## config.mk

```make
export PLATFORM = sky130hd
export DESIGN_NAME = ysyx_23060180_lsu
export DESIGN_NICKNAME = d
export VERILOG_FILES = /design/src/rtl/ysyx_23060180_lsu.sv
export SDC_FILE = /design/constraint.sdc
export NUM_CORES = 1
export LEC_CHECK = 0
export BUFFER_PORTS_ARGS = -buffer_cell sky130_fd_sc_hd__buf_4
export CELL_PAD_IN_SITES_DETAIL_PLACEMENT = 1
export CELL_PAD_IN_SITES_GLOBAL_PLACEMENT = 1
export CORE_UTILIZATION = 39
export CTS_BUF_LIST = sky130_fd_sc_hd__clkbuf_8
export DETAILED_ROUTE_END_ITERATION = 10
export PLACE_DENSITY_LB_ADDON = 0.3
export SLEW_MARGIN = 10
export SYNTH_ARGS = -nofsm -noshare
export SYNTH_HDL_FRONTEND = slang
export SYNTH_SLANG_ARGS = --single-unit
```

## constraint.sdc

```tcl
create_clock -name clk -period 2.2 [get_ports clk]
set_input_delay 0.11 -clock clk [delete_from_list [all_inputs] [get_ports clk]]
set_output_delay 0.11 -clock clk [all_outputs]
set_load 0.02 [all_outputs]
```

## src/rtl/ysyx_23060180_lsu.sv

```systemverilog
// Load/store unit: accepts one core access at a time, checks alignment,
// drives a single-beat memory request with lane-shifted data and strobes,
// and returns extended load data or an error as a one-cycle response.
module ysyx_23060180_lsu #(
  parameter int ADDR_W  = 32,
  parameter int DATA_W  = 32,
  parameter int TIMEOUT = 255
) (
  input  logic                clk,
  input  logic                rstn_in,
  input  logic                req_valid,
  output logic                req_ready,
  input  logic                req_wr,
  input  logic [1:0]          req_size,
  input  logic                req_unsigned,
  input  logic [ADDR_W-1:0]   req_addr,
  input  logic [DATA_W-1:0]   req_wdata,
  output logic                rsp_valid,
  output logic [DATA_W-1:0]   rsp_data,
  output logic                rsp_err,
  output logic                mem_rd,
  output logic                mem_wr,
  output logic [ADDR_W-1:0]   mem_addr,
  output logic [DATA_W-1:0]   mem_wdata,
  output logic [DATA_W/8-1:0] mem_wstrb,
  input  logic                mem_ready,
  input  logic                mem_rvalid,
  input  logic [DATA_W-1:0]   mem_rdata
);

  localparam int          STRB_W   = DATA_W / 8;
  localparam int          OFF_W    = $clog2(STRB_W);
  localparam logic [15:0] CNT_LAST = 16'(TIMEOUT - 1);

  typedef enum logic [1:0] {S_IDLE, S_REQ, S_WAIT, S_RESP} state_e;

  state_e              state_q, state_d;
  logic                wr_q, wr_d;
  logic [1:0]          size_q, size_d;
  logic                uns_q, uns_d;
  logic [ADDR_W-1:0]   addr_q, addr_d;
  logic [DATA_W-1:0]   wdata_q, wdata_d;
  logic [15:0]         cnt_q, cnt_d;
  logic [DATA_W-1:0]   rsp_data_q, rsp_data_d;
  logic                rsp_err_q, rsp_err_d;

  logic                misaligned;
  logic                expired;
  logic                in_req;
  logic [OFF_W-1:0]    off;
  logic [DATA_W-1:0]   shifted;
  logic [DATA_W-1:0]   load_ext;
  logic [STRB_W-1:0]   strb_base;

  assign off     = addr_q[OFF_W-1:0];
  assign expired = (cnt_q == CNT_LAST);
  assign in_req  = (state_q == S_REQ);

  // Alignment check on the incoming request; a double is never legal on a 32-bit bus.
  always_comb begin
    // NOTE: every always_comb output gets a default first so no path can infer a latch.
    misaligned = 1'b0;
    unique case (req_size)
      2'd0:    misaligned = 1'b0;
      2'd1:    misaligned = req_addr[0];
      2'd2:    misaligned = |req_addr[1:0];
      default: misaligned = (|req_addr[2:0]) || (STRB_W < 8);
    endcase
  end

  // Move the addressed bytes of the read beat down to bit 0 and extend them.
  always_comb begin
    shifted  = mem_rdata >> {off, 3'b000};
    load_ext = '0;
    unique case (size_q)
      2'd0:    load_ext = uns_q ? DATA_W'(shifted[7:0])  : DATA_W'($signed(shifted[7:0]));
      2'd1:    load_ext = uns_q ? DATA_W'(shifted[15:0]) : DATA_W'($signed(shifted[15:0]));
      2'd2:    load_ext = uns_q ? DATA_W'(shifted[31:0]) : DATA_W'($signed(shifted[31:0]));
      default: load_ext = shifted;
    endcase
  end

  // Unshifted strobe pattern: one bit per byte of the access size.
  always_comb begin
    strb_base = '0;
    unique case (size_q)
      2'd0:    strb_base = STRB_W'(8'h01);
      2'd1:    strb_base = STRB_W'(8'h03);
      2'd2:    strb_base = STRB_W'(8'h0F);
      default: strb_base = '1;
    endcase
  end

  // Next-state logic. The response registers default to 0 so they only carry
  // data/error for the single RESP cycle that follows their load.
  // A load that sees mem_ready on the expiry cycle has not completed yet,
  // so it times out; only a store handshake or read data beats the timeout.
  always_comb begin
    state_d    = state_q;
    wr_d       = wr_q;
    size_d     = size_q;
    uns_d      = uns_q;
    addr_d     = addr_q;
    wdata_d    = wdata_q;
    cnt_d      = cnt_q;
    rsp_data_d = '0;
    rsp_err_d  = 1'b0;
    unique case (state_q)
      S_IDLE: begin
        if (req_valid) begin
          wr_d      = req_wr;
          size_d    = req_size;
          uns_d     = req_unsigned;
          addr_d    = req_addr;
          wdata_d   = req_wdata;
          cnt_d     = '0;
          rsp_err_d = misaligned;
          state_d   = misaligned ? S_RESP : S_REQ;
        end
      end
      S_REQ: begin
        cnt_d = cnt_q + 16'd1;
        if (mem_ready && wr_q) begin
          state_d = S_RESP;
        end else if (expired) begin
          state_d   = S_RESP;
          rsp_err_d = 1'b1;
        end else if (mem_ready) begin
          state_d = S_WAIT;
        end
      end
      S_WAIT: begin
        cnt_d = cnt_q + 16'd1;
        if (mem_rvalid) begin
          state_d    = S_RESP;
          rsp_data_d = load_ext;
        end else if (expired) begin
          state_d   = S_RESP;
          rsp_err_d = 1'b1;
        end
      end
      S_RESP: state_d = S_IDLE;
    endcase
  end

  // State and captured-request registers.
  always_ff @(posedge clk or negedge rstn_in) begin
    // NOTE: datapath registers are reset too, so mem_* and rsp_* read 0 straight out of reset.
    if (!rstn_in) begin
      state_q    <= S_IDLE;
      wr_q       <= 1'b0;
      size_q     <= '0;
      uns_q      <= 1'b0;
      addr_q     <= '0;
      wdata_q    <= '0;
      cnt_q      <= '0;
      rsp_data_q <= '0;
      rsp_err_q  <= 1'b0;
    end else begin
      // NOTE: non-blocking assignments so every register samples pre-edge values.
      state_q    <= state_d;
      wr_q       <= wr_d;
      size_q     <= size_d;
      uns_q      <= uns_d;
      addr_q     <= addr_d;
      wdata_q    <= wdata_d;
      cnt_q      <= cnt_d;
      rsp_data_q <= rsp_data_d;
      rsp_err_q  <= rsp_err_d;
    end
  end

  assign req_ready = (state_q == S_IDLE);
  assign rsp_valid = (state_q == S_RESP);
  assign rsp_data  = rsp_data_q;
  assign rsp_err   = rsp_err_q;

  // Bus drive exists only in REQ; reads carry no strobes or write data.
  assign mem_rd    = in_req && !wr_q;
  assign mem_wr    = in_req && wr_q;
  assign mem_addr  = in_req ? {addr_q[ADDR_W-1:OFF_W], OFF_W'(0)} : '0;
  assign mem_wstrb = mem_wr ? (strb_base << off) : '0;
  assign mem_wdata = mem_wr ? (wdata_q << {off, 3'b000}) : '0;

endmodule
```

## Yosys cells after proc, flatten, opt, wreduce, memory -nomap -nowiden

Index checks and enable logic that the tools add are counted.

- Add/subtract/negate cells: 1
- Eq/ne operators: 10
- Multiplexer cells: 25
- Reductions and logical operators: 13
- Shifts and indexed selects: 3

Operators by type and width:

| cell | number |
|---|---|
| 2-to-1 mux 32 bit | 6 |
| one-hot mux 32 bit (2 select lines) | 1 |
| one-hot mux 16 bit (2 select lines) | 1 |
| left shift 32 x 5 -> 32 bit | 1 |
| right shift 32 x 5 -> 32 bit | 1 |
| adder 16 x 1 -> 16 bit, second input constant | 1 |
| equality test 16 x 8 -> 1 bit, second input constant | 1 |
| 2-to-1 mux 16 bit | 1 |
| 2-to-1 mux 2 bit | 7 |
| one-hot mux 2 bit (4 select lines) | 1 |
| one-hot mux 4 bit (2 select lines) | 1 |
| equality test 2 x 1 -> 1 bit, second input constant | 3 |
| equality test 2 bit, second input constant | 3 |
| logical NOT 2 bit | 3 |
| one-hot mux 1 bit (3 select lines) | 2 |
| 2-to-1 mux 1 bit | 4 |
| 2-to-1 mux 4 bit | 1 |
| != test 4 x 3 -> 1 bit, second input constant | 1 |
| AND reduction 2 bit | 2 |
| OR reduction 2 bit | 2 |
| left shift 4 x 2 -> 4 bit | 1 |
| logical AND 1 bit | 3 |
| != test 3 bit, second input constant | 1 |
| AND reduction 3 bit | 1 |
| 3 further kinds | 3 |

- Bits of input ports: 105
- Register bits after elaboration: 119
- Output and inout bits: 105

## Longest topological paths before layout

- Depth in word-level cells: 5
- Mapped depth: 8
- Depth with buffers taken out: 6

## Worst setup path before layout

No wires, ideal clock.

- Kind: flip-flop to output port
- Start: register state_q[1]
- End: output port mem_wdata[0]
- Stages on the path, launching flop included: 8
- Slack: 0.118 ns
- Data required time: 2.090 ns
- Arrival: 1.972 ns
- Buffers on the path: 1
- Cell sequence: dfrtp_1 inv_1 ha_1 nand2_1 or2_2 clkbuf_1 nor2_1 and2_1

- Cells in the longest elaborated chain, start to end: 3

Ends and longest elaborated chain:

| what | line | text |
|---|---|---|
| start: declaration | 37 | `state_e state_q, state_d;` |
| start signal: assignment | 161 | `state_q <= state_d;` |
| equality test 2 x 1 -> 1 bit | 57 | `assign in_req = (state_q == S_REQ);` |
| logical AND 1 bit | 180 | `assign mem_wr = in_req && wr_q;` |
| 2-to-1 mux 32 bit | 183 | `assign mem_wdata = mem_wr ? (wdata_q << {off, 3'b000}) : '0;` |
| end: declaration | 24 | `output logic [DATA_W-1:0] mem_wdata,` |

Every way passes these cells.

## Final worst setup path

- Start: register state_q[1]
- End: output port mem_wdata[6]

Same word-level chain as after synthesis.

==> reports/metrics.csv <==
stage;metric;value;unit
min_path;hp-start;mem_ready;
cells_and_area;final_common_cell;buf_4;
pwr;p_leak;4.35;nW
placement;portBuffers;207;
sta;drv_slew;0;
pwr;p_per_area;1300;nW/µm²
global_route;grt_pass1_wl;34300;µm
run;cap_violations;0;
sta;fmax;0.475;GHz
synth;synth_xor_xnor_area_share;0.567;%
worst_setup_path;end_kind;primary output;
min_path;hp-class;primary input to register;
sta;setup_viol;0;
worst_setup_path;timing.rr.end;cnt_q[15];
global_route;grt_max_degree;56;
detailed_routing;postRouteWirelength;21600;µm
global_route;first_global_vias;6415;
worst_setup_path;r2r_cells;6;
synth;synth_compound_area_share;11.4;%
floorplan;coreArea;15300;µm²
floorplan;initial_core_util;40.3;%
synth;syn-instance-count;585;
clock_network;clkTransAtPathRegs;70;ps
floorplan;die_h;128;µm
floorplan;dieWidth;128;µm
detailed_routing;drtIter0Drc;211;
global_route;antenna_found_initial;2;
synth;synthAdderAreaFrac;1.22;%
floorplan;io_pins;210;
detailed_routing;wl_per_cell;19.7;µm
worst_setup_path;path_class;register to primary output;
status;status;completed;
worst_setup_path;cp_cell_sequence;inv_1 -> ha_2 -> nand2_2 -> or2_4 -> nor2_4 -> buf_6 -> and2_1 -> buf_4;
synth;synth.ff_latch_count;119;
synth;yosysTopAreaCellShare;48.2;%
worst_setup_path;cp_slowest_cell;dfrtp_2;
detailed_routing;drtPass1Iterations;4;
cells_and_area;postLayoutCellArea;9270;µm²
synth;yosysSeqAreaShare;48.2;%
clock_network;cts_max_path_buffers;2;
synth;synth_top_family_by_area;multiplexers;
worst_setup_path;arrival;2000;ps
cells_and_area;final_cell_mix;buf_4 (227), dfrtp_1 (116), dlygate4sd3_1 (77), mux2_2 (68), nor2_1 (60);
cells_and_area;area_growth;50.1;%
clock_network;cts_sinks;119;
floorplan;die_area;16300;µm²
clock_network;clk_latency;460;ps
worst_setup_path;cp_data_required_time;2090;ps
placement;placed_area;8010;µm²
synth;synth_edf_count;0;
synth;syn_area;6180;µm²
clock_network;clockRootBuffer;clkbuf_8;
sta;finalCriticalPeriod;2110;ps
synth;async_reset_ff_share;100;%
placement;gp_congestion;0.885;
synth;ys.flop_type;dfrtp_1;
pwr;ir_drop;895;µV
placement;dp_hpwl;14000;µm
synth;synth_area_leaders;dfrtp_1 (48%), mux2_2 (12%), mux2i_1 (5.8%), a211oi_1 (4.9%), and2_1 (4.5%);
global_route;grt-ovfl-total;0;
detailed_routing;drc;0;
synth;yosys_warnings;0;
sta;rsz0062_at_grt;true;
global_route;track_usage;27.7;%
clock_network;h-tree-depth;4;
clock_network;cts_buffers;17;
detailed_routing;route.vias.total;5718;
detailed_routing;postRouteAntennaNets;0;
worst_setup_path;cp_top_family;simple AND/OR/NAND/NOR gates;
floorplan;fp-row-count;45;
synth;ys_types;55;
synth;synthMuxAreaShare;18.2;%
sta;hold_viol;0;
min_path;whs_path_depth;4;
worst_setup_path;crit_buf_inv;3;
cells_and_area;nets;983;
worst_setup_path;r2r-start;state_q[0];
worst_setup_path;ff2ff_setup_slack;190;ps
detailed_routing;via_per_inst;5.21;
worst_setup_path;critPathMaxFanout;7;
worst_setup_path;max_stage_delay;410;ps
synth;syn_area_per_cell;10.6;µm²
cells_and_area;final_layout_size_suffix_gt1_share;40.1;%
min_path;holdPathEnd;state_q[1];
worst_setup_path;startpoint_type;register;
clock_network;cts_tree;built;
synth;yosys.area_share.simple;16.4;%
sta;fin_crit_sh;95.8;%
synth;synth_top_area_cell;dfrtp_1;
sta;hold_ws;50.8;ps
sta;fin_skew;11.2;ps
==> what timing repair did <==
action                                  CTS  global route
endpoints found under the setup margin   13            23
pin swaps                                 0             1
resized for setup                         5             7
hold buffers                             77             0
endpoints found under the hold margin   195             0
buffers inserted                          1             1
==> flip-flops by register name, summed over array words and instances (netlist names) <==
register	flops
addr_q	32
cnt_q	16
rsp_data	32
rsp_err	1
size_q	2
state_q	2
uns_q	1
wdata_q	32
wr_q	1
==> layout make-up <==
cell class                      count  area (µm²)
Fill cell                        1709        6040
Multi-Input combinational cell    416        2990
Sequential cell                   119        2980
Timing Repair Buffer              309        2560
Tap cell                          211         264
Clock buffer                       19         262
Clock inverter                     13         178
Inverter                            9        33.8
Antenna cell                        1        2.50
==> synth_stat cells, types with 4 or more instances <==
| library cell | count |
|---|---|
| mux2_2 | 68 |
| ha_1 | 6 |
| and2_1 | 44 |
| nor2b_1 | 17 |
| a21oi_2 | 4 |
| buf_2 | 14 |
| o21ai_0 | 21 |
| nor2_1 | 61 |
| mux2i_1 | 36 |
| and3_1 | 4 |
| dfrtp_1 | 119 |
| buf_1 | 5 |
| a211oi_1 | 40 |
| inv_1 | 8 |
| nand2_1 | 28 |
| clkbuf_1 | 17 |
| nand3_1 | 5 |
| a21oi_1 | 20 |
| nor3_1 | 11 |
| o31ai_1 | 4 |
==> per-stage QoR <==
| stage | power (mW) | utilization (%) | std cells | setup slack, ps | TNS [ps] |
|---|---|---|---|---|---|
| after floorplan | 7.37 | - | 586 | 118 | 0 |
| after global placement | 9.25 | 52.3 | 986 | 307 | 0 |
| after detailed placement | 9.56 | 52.3 | 986 | 124 | 0 |
| after CTS | 12.0 | 60.3 | 1095 | 15.9 | 0 |
| after global routing | 12.8 | 60.5 | 1097 | -40.4 | -170 |
| final | 12.1 | 60.5 | 1097 | 92.8 | 0 |
==> metal layers <==
layer / part of all wire (%) / global-route usage (%) / wire (µm)
met1: 40 / 31.6 / 8610
met2: 51 / 49.3 / 11100
met3: 5.9 / 6.80 / 1280
met4: 2.9 / 11.8 / 622
met5: 0.079 / 0 / 17
==> worst max-delay path by stage <==
| stage | startpoint | slack, ps | cells after the start | to |
|---|---|---|---|---|
| after floorplan | state_q[1] | 120 | 7 | mem_wdata[0] |
| after global placement | state_q[0] | 310 | 6 | cnt_q[12] |
| after detailed placement | state_q[0] | 120 | 6 | cnt_q[10] |
| after CTS | state_q[1] | 20 | 8 | mem_wdata[1] |
| after global routing | state_q[1] | -40 | 8 | mem_wdata[6] |
| final | state_q[1] | 90 | 8 | mem_wdata[6] |
==> cell families after synthesis <==
group | after synthesis
xor gates and xnor gates | 4
other | 1
DFF | 119
muxes | 104
and+or+nand+nor | 195
buffers and inverters | 51
adders and majority gates | 6
AOI/OAI and AO/OA | 105
==> power breakdown <==
part	switching, mW	internal, mW	leakage (nW)	total [mW]
sequential	0.625	3.02	1.50	3.64
clock	0.952	1.29	0.221	2.24
combinational	3.44	2.75	2.63	6.19
total	5.02	7.05	4.35	12.1
==> tightest hold or removal path: stages <==
cell	delay [ps]
buf_4	90
o22ai_1	70
nand2_1	60
a22o_1	130
(Power assumes the default switching activity.)
